==> config.mk <==
export PLATFORM = sky130hd
export DESIGN_NAME = atm_ledger_arbiter_flat
export DESIGN_NICKNAME = d
export VERILOG_FILES = /design/src/rtl/atm_ledger_arbiter_pkg.sv /design/src/rtl/atm_ledger_arbiter_if.sv /design/src/rtl/atm_ledger_arbiter_rr.sv /design/src/rtl/atm_ledger_arbiter.sv /design/src/flat_wrapper.sv
export SDC_FILE = /design/constraint.sdc
export NUM_CORES = 1
export LEC_CHECK = 0
export ABC_AREA = 1
export BUFFER_PORTS_ARGS = -buffer_cell sky130_fd_sc_hd__buf_2
export CORE_MARGIN = 5
export CORE_UTILIZATION = 30
export CTS_CLUSTER_DIAMETER = 150
export DETAILED_ROUTE_END_ITERATION = 10
export PLACE_DENSITY_LB_ADDON = 0.05
export SKIP_LAST_GASP = 1
export SLEW_MARGIN = 10
export SYNTH_ARGS = -nofsm -noshare
export SYNTH_HDL_FRONTEND = slang
export SYNTH_SLANG_ARGS = --single-unit
==> constraint.sdc <==
create_clock -name clk -period 9.2 [get_ports clk]
set_input_delay 0.46 -clock clk [delete_from_list [all_inputs] [get_ports clk]]
set_output_delay 0.46 -clock clk [all_outputs]
set_load 0.005 [all_outputs]
==> src/rtl/atm_ledger_arbiter_pkg.sv <==
// Shared encodings and default sizes for the ATM ledger arbiter.
package atm_pkg;

  localparam int DEF_BALANCE_WIDTH = 20;
  localparam int DEF_NUM_REQ       = 4;
  localparam int DEF_NUM_ACCT      = 8;
  localparam int ACCT_WIDTH        = 3;
  localparam int ID_WIDTH          = 2;

  typedef enum logic [1:0] {
    OP_WITHDRAW = 2'b00,
    OP_DEPOSIT  = 2'b01,
    OP_INQUIRY  = 2'b10,
    OP_ILLEGAL  = 2'b11
  } op_e;

  typedef enum logic [2:0] {
    ST_IDLE,
    ST_READ,
    ST_EXEC,
    ST_WRITE,
    ST_RESP
  } state_e;

endpackage

==> src/rtl/atm_ledger_arbiter_if.sv <==
// Requester/ledger bus: packed per-requester request fields, preload port and response.
interface atm_ledger_arbiter_if import atm_pkg::*; #(
  parameter int BALANCE_WIDTH = DEF_BALANCE_WIDTH,
  parameter int NUM_REQ       = DEF_NUM_REQ
);

  logic [NUM_REQ-1:0]               req;
  logic [2*NUM_REQ-1:0]             req_op;
  logic [ACCT_WIDTH*NUM_REQ-1:0]    req_acct;
  logic [BALANCE_WIDTH*NUM_REQ-1:0] req_value;
  logic                             init_en;
  logic [ACCT_WIDTH-1:0]            init_acct;
  logic [BALANCE_WIDTH-1:0]         init_balance;
  logic [NUM_REQ-1:0]               gnt;
  logic                             busy;
  logic                             done;
  logic                             error;
  logic [ID_WIDTH-1:0]              rsp_id;
  logic [BALANCE_WIDTH-1:0]         rsp_balance;

  modport master (
    output req, req_op, req_acct, req_value, init_en, init_acct, init_balance,
    input  gnt, busy, done, error, rsp_id, rsp_balance
  );

  modport slave (
    input  req, req_op, req_acct, req_value, init_en, init_acct, init_balance,
    output gnt, busy, done, error, rsp_id, rsp_balance
  );

endinterface

==> src/rtl/atm_ledger_arbiter_rr.sv <==
// Round-robin selector: first active requester after the last-granted index, wrapping.
module rr_arbiter import atm_pkg::*; #(
  parameter int NUM_REQ = DEF_NUM_REQ
) (
  input  logic [NUM_REQ-1:0]  req,
  input  logic [ID_WIDTH-1:0] last,
  output logic [NUM_REQ-1:0]  winner,
  output logic [ID_WIDTH-1:0] winner_idx,
  output logic                valid
);

  int                  cand;
  logic [ID_WIDTH-1:0] cand_idx;

  always_comb begin
    winner     = '0;
    winner_idx = '0;
    valid      = 1'b0;
    cand       = 0;
    cand_idx   = '0;
    for (int i = 1; i <= NUM_REQ; i++) begin
      cand = int'(last) + i;
      if (cand >= NUM_REQ) cand = cand - NUM_REQ;
      cand_idx = ID_WIDTH'(cand);
      if (!valid && req[cand_idx]) begin
        valid            = 1'b1;
        winner_idx       = cand_idx;
        winner[cand_idx] = 1'b1;
      end
    end
  end

endmodule

==> src/rtl/atm_ledger_arbiter.sv <==
// Multi-requester ATM ledger: round-robin grant, then a fixed read/exec/write/respond pass.
module atm_ledger_arbiter import atm_pkg::*; #(
  parameter int BALANCE_WIDTH = DEF_BALANCE_WIDTH,
  parameter int NUM_REQ       = DEF_NUM_REQ,
  parameter int NUM_ACCT      = DEF_NUM_ACCT
) (
  input logic               clk,
  input logic               rst,
  atm_ledger_arbiter_if.slave bus
);

  state_e                   state_q, state_d;
  logic [BALANCE_WIDTH-1:0] ledger [NUM_ACCT];
  logic [ID_WIDTH-1:0]      last_q, id_q, win_idx;
  logic [NUM_REQ-1:0]       win_onehot;
  logic                     win_valid;
  op_e                      op_q, sel_op;
  logic [ACCT_WIDTH-1:0]    acct_q, sel_acct;
  logic [BALANCE_WIDTH-1:0] val_q, sel_val, bal_q, new_q, exec_new;
  logic                     err_q, exec_err;
  logic [BALANCE_WIDTH:0]   sum;

  rr_arbiter #(.NUM_REQ(NUM_REQ)) u_rr (
    .req        (bus.req),
    .last       (last_q),
    .winner     (win_onehot),
    .winner_idx (win_idx),
    .valid      (win_valid)
  );

  assign bus.busy = (state_q != ST_IDLE);

  always_comb begin
    sel_op   = OP_INQUIRY;
    sel_acct = '0;
    sel_val  = '0;
    for (int i = 0; i < NUM_REQ; i++) begin
      if (win_onehot[i]) begin
        sel_op   = op_e'(bus.req_op[2*i +: 2]);
        sel_acct = bus.req_acct[ACCT_WIDTH*i +: ACCT_WIDTH];
        sel_val  = bus.req_value[BALANCE_WIDTH*i +: BALANCE_WIDTH];
      end
    end
  end

  // Deposit overflow is detected on the carry so the balance never wraps.
  always_comb begin
    sum      = {1'b0, bal_q} + {1'b0, val_q};
    exec_err = 1'b0;
    exec_new = bal_q;
    case (op_q)
      OP_WITHDRAW: if (val_q > bal_q) exec_err = 1'b1; else exec_new = bal_q - val_q;
      OP_DEPOSIT:  if (sum[BALANCE_WIDTH]) exec_err = 1'b1; else exec_new = sum[BALANCE_WIDTH-1:0];
      OP_INQUIRY:  exec_new = bal_q;
      default:     exec_err = 1'b1;
    endcase
  end

  always_comb begin
    state_d = state_q;
    case (state_q)
      ST_IDLE:  if (!bus.init_en && win_valid) state_d = ST_READ;
      ST_READ:  state_d = ST_EXEC;
      ST_EXEC:  state_d = ST_WRITE;
      ST_WRITE: state_d = ST_RESP;
      ST_RESP:  state_d = ST_IDLE;
      default:  state_d = ST_IDLE;
    endcase
  end

  always_ff @(posedge clk or posedge rst) begin
    if (rst) state_q <= ST_IDLE;
    else     state_q <= state_d;
  end

  // The response is registered as RESP completes, so done lands four cycles after gnt.
  always_ff @(posedge clk or posedge rst) begin
    if (rst) begin
      for (int i = 0; i < NUM_ACCT; i++) ledger[i] <= '0;
      last_q          <= ID_WIDTH'(NUM_REQ - 1);
      id_q            <= '0;
      op_q            <= OP_INQUIRY;
      acct_q          <= '0;
      val_q           <= '0;
      bal_q           <= '0;
      new_q           <= '0;
      err_q           <= 1'b0;
      bus.gnt         <= '0;
      bus.done        <= 1'b0;
      bus.error       <= 1'b0;
      bus.rsp_id      <= '0;
      bus.rsp_balance <= '0;
    end else begin
      bus.gnt   <= '0;
      bus.done  <= 1'b0;
      bus.error <= 1'b0;
      case (state_q)
        ST_IDLE: begin
          if (bus.init_en) begin
            ledger[bus.init_acct] <= bus.init_balance;
          end else if (win_valid) begin
            id_q    <= win_idx;
            op_q    <= sel_op;
            acct_q  <= sel_acct;
            val_q   <= sel_val;
            last_q  <= win_idx;
            bus.gnt <= win_onehot;
          end
        end
        ST_READ: bal_q <= ledger[acct_q];
        ST_EXEC: begin
          err_q <= exec_err;
          new_q <= exec_new;
        end
        ST_WRITE: if (!err_q && op_q != OP_INQUIRY) ledger[acct_q] <= new_q;
        ST_RESP: begin
          bus.done        <= 1'b1;
          bus.error       <= err_q;
          bus.rsp_id      <= id_q;
          bus.rsp_balance <= new_q;
        end
        default: ;
      endcase
    end
  end

endmodule

==> src/flat_wrapper.sv <==
// flat-port wrapper written by rule: the top's interface ports become plain ports
module atm_ledger_arbiter_flat import atm_pkg::*;
#(
  parameter int BALANCE_WIDTH = DEF_BALANCE_WIDTH,
  parameter int NUM_REQ       = DEF_NUM_REQ,
  parameter int NUM_ACCT      = DEF_NUM_ACCT
)
  (clk, rst, bus_req, bus_req_op, bus_req_acct, bus_req_value, bus_init_en, bus_init_acct, bus_init_balance, bus_gnt, bus_busy, bus_done, bus_error, bus_rsp_id, bus_rsp_balance);
  atm_ledger_arbiter_if #(.BALANCE_WIDTH(BALANCE_WIDTH), .NUM_REQ(NUM_REQ)) bus_i ();
  input logic clk;
  input logic rst;
  input wire logic [$bits(bus_i.req)-1:0] bus_req;
  input wire logic [$bits(bus_i.req_op)-1:0] bus_req_op;
  input wire logic [$bits(bus_i.req_acct)-1:0] bus_req_acct;
  input wire logic [$bits(bus_i.req_value)-1:0] bus_req_value;
  input wire logic [$bits(bus_i.init_en)-1:0] bus_init_en;
  input wire logic [$bits(bus_i.init_acct)-1:0] bus_init_acct;
  input wire logic [$bits(bus_i.init_balance)-1:0] bus_init_balance;
  output wire logic [$bits(bus_i.gnt)-1:0] bus_gnt;
  output wire logic [$bits(bus_i.busy)-1:0] bus_busy;
  output wire logic [$bits(bus_i.done)-1:0] bus_done;
  output wire logic [$bits(bus_i.error)-1:0] bus_error;
  output wire logic [$bits(bus_i.rsp_id)-1:0] bus_rsp_id;
  output wire logic [$bits(bus_i.rsp_balance)-1:0] bus_rsp_balance;
  assign bus_i.req = bus_req;
  assign bus_i.req_op = bus_req_op;
  assign bus_i.req_acct = bus_req_acct;
  assign bus_i.req_value = bus_req_value;
  assign bus_i.init_en = bus_init_en;
  assign bus_i.init_acct = bus_init_acct;
  assign bus_i.init_balance = bus_init_balance;
  assign bus_gnt = bus_i.gnt;
  assign bus_busy = bus_i.busy;
  assign bus_done = bus_i.done;
  assign bus_error = bus_i.error;
  assign bus_rsp_id = bus_i.rsp_id;
  assign bus_rsp_balance = bus_i.rsp_balance;
  atm_ledger_arbiter #(.BALANCE_WIDTH(BALANCE_WIDTH), .NUM_REQ(NUM_REQ), .NUM_ACCT(NUM_ACCT)) u_core (.clk(clk), .rst(rst), .bus(bus_i));
endmodule
======== Yosys cells after proc, flatten, opt, wreduce, memory -nomap -nowiden ========
Index checks and enable logic that the tools add are counted.
word-level totals
  flip-flop bits (word level) ............. 261
  input bits .............................. 130
  output and inout port bits .............. 29
  word-level logic and storage cells ...... 156
cells by class
  $add $sub $neg .......................... 10
  magnitude comparators ................... 17
  equal/unequal tests ..................... 10
  mux-type cells .......................... 69
  bitwise gates (word level) .............. 6
  reduce and logical (&&, ||, !) cells .... 22
operators with widths
  operator                                                    count
  bitwise mux 160 bit                                         2
  two-way mux 160 bit                                         2
  one-hot mux 160 bit (2 select lines)                        1
  two-way mux 20 bit                                          10
  demux 20 bit (select 3 bit)                                 2
  binary-select mux 20 bit (select 3 bit)                     1
  one-hot mux 20 bit (2 select lines)                         1
  two-way mux 4 bit                                           7
  two-way mux 2 bit                                           12
  adder 20 x 20 -> 21 bit                                     1
  > comparator 20 bit                                         1
  subtractor 20 bit                                           1
  two-way mux 1 bit                                           16
  two-way mux 3 bit                                           5
  less-than comparator 2 x 3 -> 1 bit, second input constant  4
  OR 4 bit                                                    3
  one-hot mux 3 bit (4 select lines)                          1
  logical AND 1 bit                                           11
  >= comparator 3 bit, second input constant                  3
  binary-select mux 1 bit (select 2 bit)                      4
  demux 1 bit (select 2 bit)                                  4
  >= comparator 2 x 1 -> 1 bit, second input constant         4
  >= comparator 4 bit, second input constant                  2
  less-than comparator 4 x 1 -> 1 bit, second input constant  2
  other kinds (21)                                            34

======== Logic depth before layout (Yosys ltp) ========
  depth in word-level cells ............... 19
  depth in mapped cells ................... 18
  mapped depth without buffers ............ 17

======== By module ========
Synthesis repeated with hierarchy kept, for this count alone.
unflattened totals
  cells, all modules ...................... 2230
  area total of the unflattened synthesis .. 16733.5 um^2
modules (own cells, without submodules)
  module              instances  cells an instance  area an instance (um^2)  sequential area each (um^2)
  atm_ledger_arbiter  1          2156               16275.6                  6535.0
  rr_arbiter          1          74                 457.9                    0.0

======== Worst setup path after synthesis ========
No wires, ideal clock.
  path kind ............................... reg2reg
  from .................................... register u_core.last_q[1]
  to ...................................... register u_core.acct_q[0]
  library setup time ...................... 116 ps
  arrival time ............................ 2242 ps
  setup slack ............................. 6842 ps
  cell stages (with the launch flop) ...... 16
  path buffers ............................ 1
  cells stage by stage .................... dfstp_2 inv_1 ha_1 inv_1 nand3_1 nand2_1 inv_1 nor2_1 nand2_1 nand3_1 inv_1 nand2_1 buf_2 a21oi_1 nand2_1 nand2_1
on the way
  longest elaborated chain between the ends .. 19
  elaborated cells on any way between the ends .. 66
  classes of those cells .................. add/sub (8); order compare (12); mux (32); bitwise (3); reduce/logical (11)
RTL lines
  what                                                           RTL line                   source
  start: declaration                                             atm_ledger_arbiter.sv:14   logic [ID_WIDTH-1:0] last_q, id_q, win_idx;
  start signal: assignment                                       atm_ledger_arbiter.sv:80   last_q <= ID_WIDTH'(NUM_REQ - 1);
  start signal: assignment                                       atm_ledger_arbiter.sv:106  last_q <= win_idx;
  branches (longest 19 deep; another with adder 2 x 1 -> 3 bit)  -
  end signal: assignment                                         atm_ledger_arbiter.sv:104  acct_q <= sel_acct;
  end: declaration                                               atm_ledger_arbiter.sv:18   logic [ACCT_WIDTH-1:0] acct_q, sel_acct;
Parallel ways; which one is timed is not known. The select of a mux whose other input is x is not followed.
A chain may end at the register's enable or synchronous reset.

======== Worst setup path after layout ========
  from .................................... register u_core.last_q[1]
  to ...................................... register u_core.val_q[4]
on the way
  longest elaborated chain between the ends .. 19
  elaborated cells on any way between the ends .. 66
  classes of those cells .................. add/sub (8); order compare (12); mux (32); bitwise (3); reduce/logical (11)
RTL lines
  what                                                           RTL line                   source
  branches (longest 19 deep; another with adder 2 x 1 -> 3 bit)  -
  end signal: assignment                                         atm_ledger_arbiter.sv:105  val_q <= sel_val;
  end: declaration                                               atm_ledger_arbiter.sv:19   logic [BALANCE_WIDTH-1:0] val_q, sel_val, bal_q, new_q, exec_new;
Parallel ways; which one is timed is not known. The select of a mux whose other input is x is not followed.

==> metrics.md <==
| Metric | Value |
|---|---|
| Critical path launch point type | register |
| Leakage dissipation | 0.00972 uW |
| Detailed Route Iter0 Violations | 1,301 |
| Most repeated cell in the gate-level netlist after synthesis | nand2_1 |
| Die W | 248 um |
| Number of vias per cell after detailed routing | 5.25 |
| Antenna violations before repair | 3 |
| Max Cap Violations | 0 |
| Flop and latch count out of synthesis | 261 |
| TritonCTS Buffers | 36 |
| Cell with the largest stage delay on the worst path | nand2_1 |
| Slew at the pin closest to its max-slew limit | 1.16 ns |
| Final setup violation count | 0 |
| Power per cell area | 417 nW/um2 |
| Most frequent cells after synthesis | nand2_1, inv_1, dfrtp_1 |
| Total core area | 56,300 um2 |
| Number of iterations in the first detailed-routing pass | 6 |
| Critical register-to-register path endpoint | u_core.val_q[4] |
| Share of async-settable or async-resettable flops after synthesis | 100% |
| Die extent in y | 248 um |
| Cell Rows | 87 |
| Worst-path fanout max | 36 |
| Highest achievable clock rate | 238 MHz |
| Max-slew violation total from the final report | 0 |
| Number of warnings reported in the yosys synthesis log | 0 |
| Net Count, Synth | 2,527 |
| Internal reg-to-reg setup slack | 5.00 ns |
| Arrival time at the worst endpoint | 4.68 ns |
| Category of the critical setup timing path | reg2reg |
| Most Frequent Cell on Critical Path | nand2_1 |
| Area of the mapped netlist | 17,000 um2 |
| Clock Skew | 0.0264 ns |
| Worst reg-to-reg path cell count | 13 |
| Portion of synthesized cell area occupied by the leading cell type | 38.0% |
| Final wirelength | 75,800 um |
| Remaining Overflow, GRT | 0 |
| Post-synthesis to final-layout area growth | 15.3% |
| TritonCTS clock tree | done |
| Remaining max-slew budget at the tightest pin | 22.4% |
| Overall power of the completed layout | 8180 uW |
| Time the final worst path needs with I/O delays and setup | 4.20 ns |
| Path type of the worst min-delay path | in2async |
| Area taken by flip-flops and latches | 6540 um2 |
| Die area | 61,600 um2 |
| Startpoint of the worst register-to-register path | u_core.last_q[1] |
| Final total negative setup slack | 0 ns |
| Maximum vdd ir drop | 0.149 mV |
| Via count of the first global-routing pass | 16,900 |
| Proportion of synthesized chip area in sequential cells | 38.4% |
| Count of unique library cells instantiated by Yosys | 46 |
| Skew-Pair Late Insertion Delay | 0.56 ns |
| Post-synth EDFFs | 0 |
| Final Hold Vio Count | 0 |
| Nature of the critical path endpoint | register |
| Fill cells | 6,157 |
| Overall track demand over capacity in global routing | 24.1% |
| Clock transition at path regs | 0.06 ns |
| Fraction of final layout cells with drive strength greater than 1 | 13.5% |
| Largest net degree at the start of global routing | 164 |
| Starting utilization of the core area | 30.2% |
| Delay contributed by the slowest stage of the critical path | 0.80 ns |
| Input/output buffers | 158 |
| RSZ-0062 raised after global routing | no |
| Series of cell instances along the critical path | inv_1, ha_1, inv_1, nand3_1, nand2_1, inv_1, nand4_1, nand2_1, nor2_4, nand2_1, a21oi_1, nand2_1, nand2_1 |
| Via Count | 17,000 |
| Result of the run | finished clean |
| I/O pins | 159 |
| Critical path required time | 9.68 ns |
| DRC Markers | 0 |
| Count of mapped cells out of synthesis | 2,347 |
| Number of gates resized after CTS | 0 |
| Leading cell types by total area after synthesis | dfrtp_1, nand2_1, inv_1 |
| Clock Tree Root | clkbuf_16 |
| Final RePlAce weighted congestion | 0.971 |
| Leading register cell type out of synthesis | dfrtp_1 |
| H-Tree Depth | 2 |
| Final Net Count | 2,626 |
| Global-route wire length before repair | 111,000 um |
| Cell taking the most area after synthesis | dfrtp_1 |
| Buffer depth of the longest clock path | 3 |
| Combined area of the multi-input logic cells | 8520 um2 |
| Buffers inserted during post-CTS setup optimization | 0 |
| Crit share post-route | 45.7% |
| Sum of net half-perimeters after detailed placement | 54,700 um |
| Count of hold-fix buffers inserted at cts | 0 |
| Mean routed wirelength per cell | 23.4 um |
| Num Clock Sinks | 261 |
| Number of antenna-violating nets in the routed design | 0 |
| Avg Synthesized Cell Area | 7.25 um2 |
## sequential cells by signal (all words and copies together) (netlist names), 3 cells and up
register	flops
u_core.acct_q	3
u_core.bal_q	20
u_core.bus.gnt	4
u_core.bus.rsp_balance	20
u_core.ledger	160
u_core.new_q	20
u_core.state_q	3
u_core.val_q	20
## cell usage in the layout (no fill, tap or decap), drive strengths merged, types with 48 or more instances in the layout
cell type  count
o22ai        227
mux2          63
nand3        128
clkbuf        52
ha            48
buf          190
nand2        558
dfrtp        258
a21oi        127
nor2         128
o21ai        158
inv          384
## through the flow
stage          hold slack (ns)  setup slack, ns  area, um2  utilization, %  cells
2_1_floorplan            0.454             1.56      17000               -   2347
5_1_grt                  0.118             4.54      19600            34.8   3230
3_5_place_dp             0.468             4.93      18500            32.9   3164
4_1_cts                 0.0610             4.94      19600            34.8   3228
6_report                0.0403             5.00      19600            34.8   3232
3_3_place_gp             0.463             4.93      18500            32.9   3164
## per-layer routing
layer | GRT usage (%) | part of all wire (%) | vias to the layer above
met5 | 0 | 0 | -
met4 | 7.76 | 3.2 | 0
met3 | 3.63 | 6.0 | 118
met2 | 36.1 | 43 | 559
met1 | 35.7 | 48 | 8279
li1 | - | - | 8013
## logic make-up (layout without fill, tap and decap cells)
| group | count (synthesis) | count (layout) | synth area share, % |
|---|---|---|---|
| XOR/XNOR | 16 | 16 | 0.824 |
| adder cells (fa/ha/maj) | 50 | 50 | 3.77 |
| AND/OR/NAND/NOR | 872 | 872 | 21.4 |
| multiplexers | 63 | 63 | 4.17 |
| flip-flops | 261 | 261 | 38.4 |
| other | 0 | 4 | 0 |
| buffers and inverters | 514 | 639 | 11.7 |
| AO/OA/AOI/OAI | 571 | 571 | 19.7 |
## where the power goes
part,leakage [uW],internal (uW),total [uW],switching (uW)
combinational,0.00582,1410,4840,3440
clock,0.000542,775,1340,570
sequential,0.00336,1650,1990,341
total,0.00972,3830,8180,4350
## final cells by class
class / count / share of cell area [%]
antenna: 4 / 0.0510
tap: 756 / 4.82
inverter: 385 / 7.41
timing repair buffer: 190 / 5.32
clock buffer: 52 / 5.21
sequential: 261 / 33.3
multi-input combinational: 1572 / 43.4
clock inverter: 12 / 0.447
## worst max path at each step
| stage | slack (ns) | startpoint | cells after the start | end |
|---|---|---|---|---|
| floorplan | 1.56 | rst | 1 | u_core.acct_q[0] |
| global placement | 4.93 | u_core.last_q[1] | 13 | u_core.val_q[5] |
| detailed placement | 4.93 | u_core.last_q[1] | 13 | u_core.val_q[5] |
| CTS | 4.94 | u_core.last_q[1] | 13 | u_core.val_q[5] |
| global route | 4.54 | u_core.last_q[1] | 13 | u_core.val_q[5] |
| finish | 5.00 | u_core.last_q[1] | 13 | u_core.val_q[4] |
## critical path, delay by kind of cell, from the launching register on
| family | cells | cell delay [ns] |
|---|---|---|
| flops | 1 | 0.60 |
| fa+ha+maj | 1 | 0.35 |
| simple gates | 8 | 2.39 |
| compound gates | 1 | 0.34 |
| buf+inv | 3 | 0.42 |
Note: power is estimated with default switching activity, not from simulation.
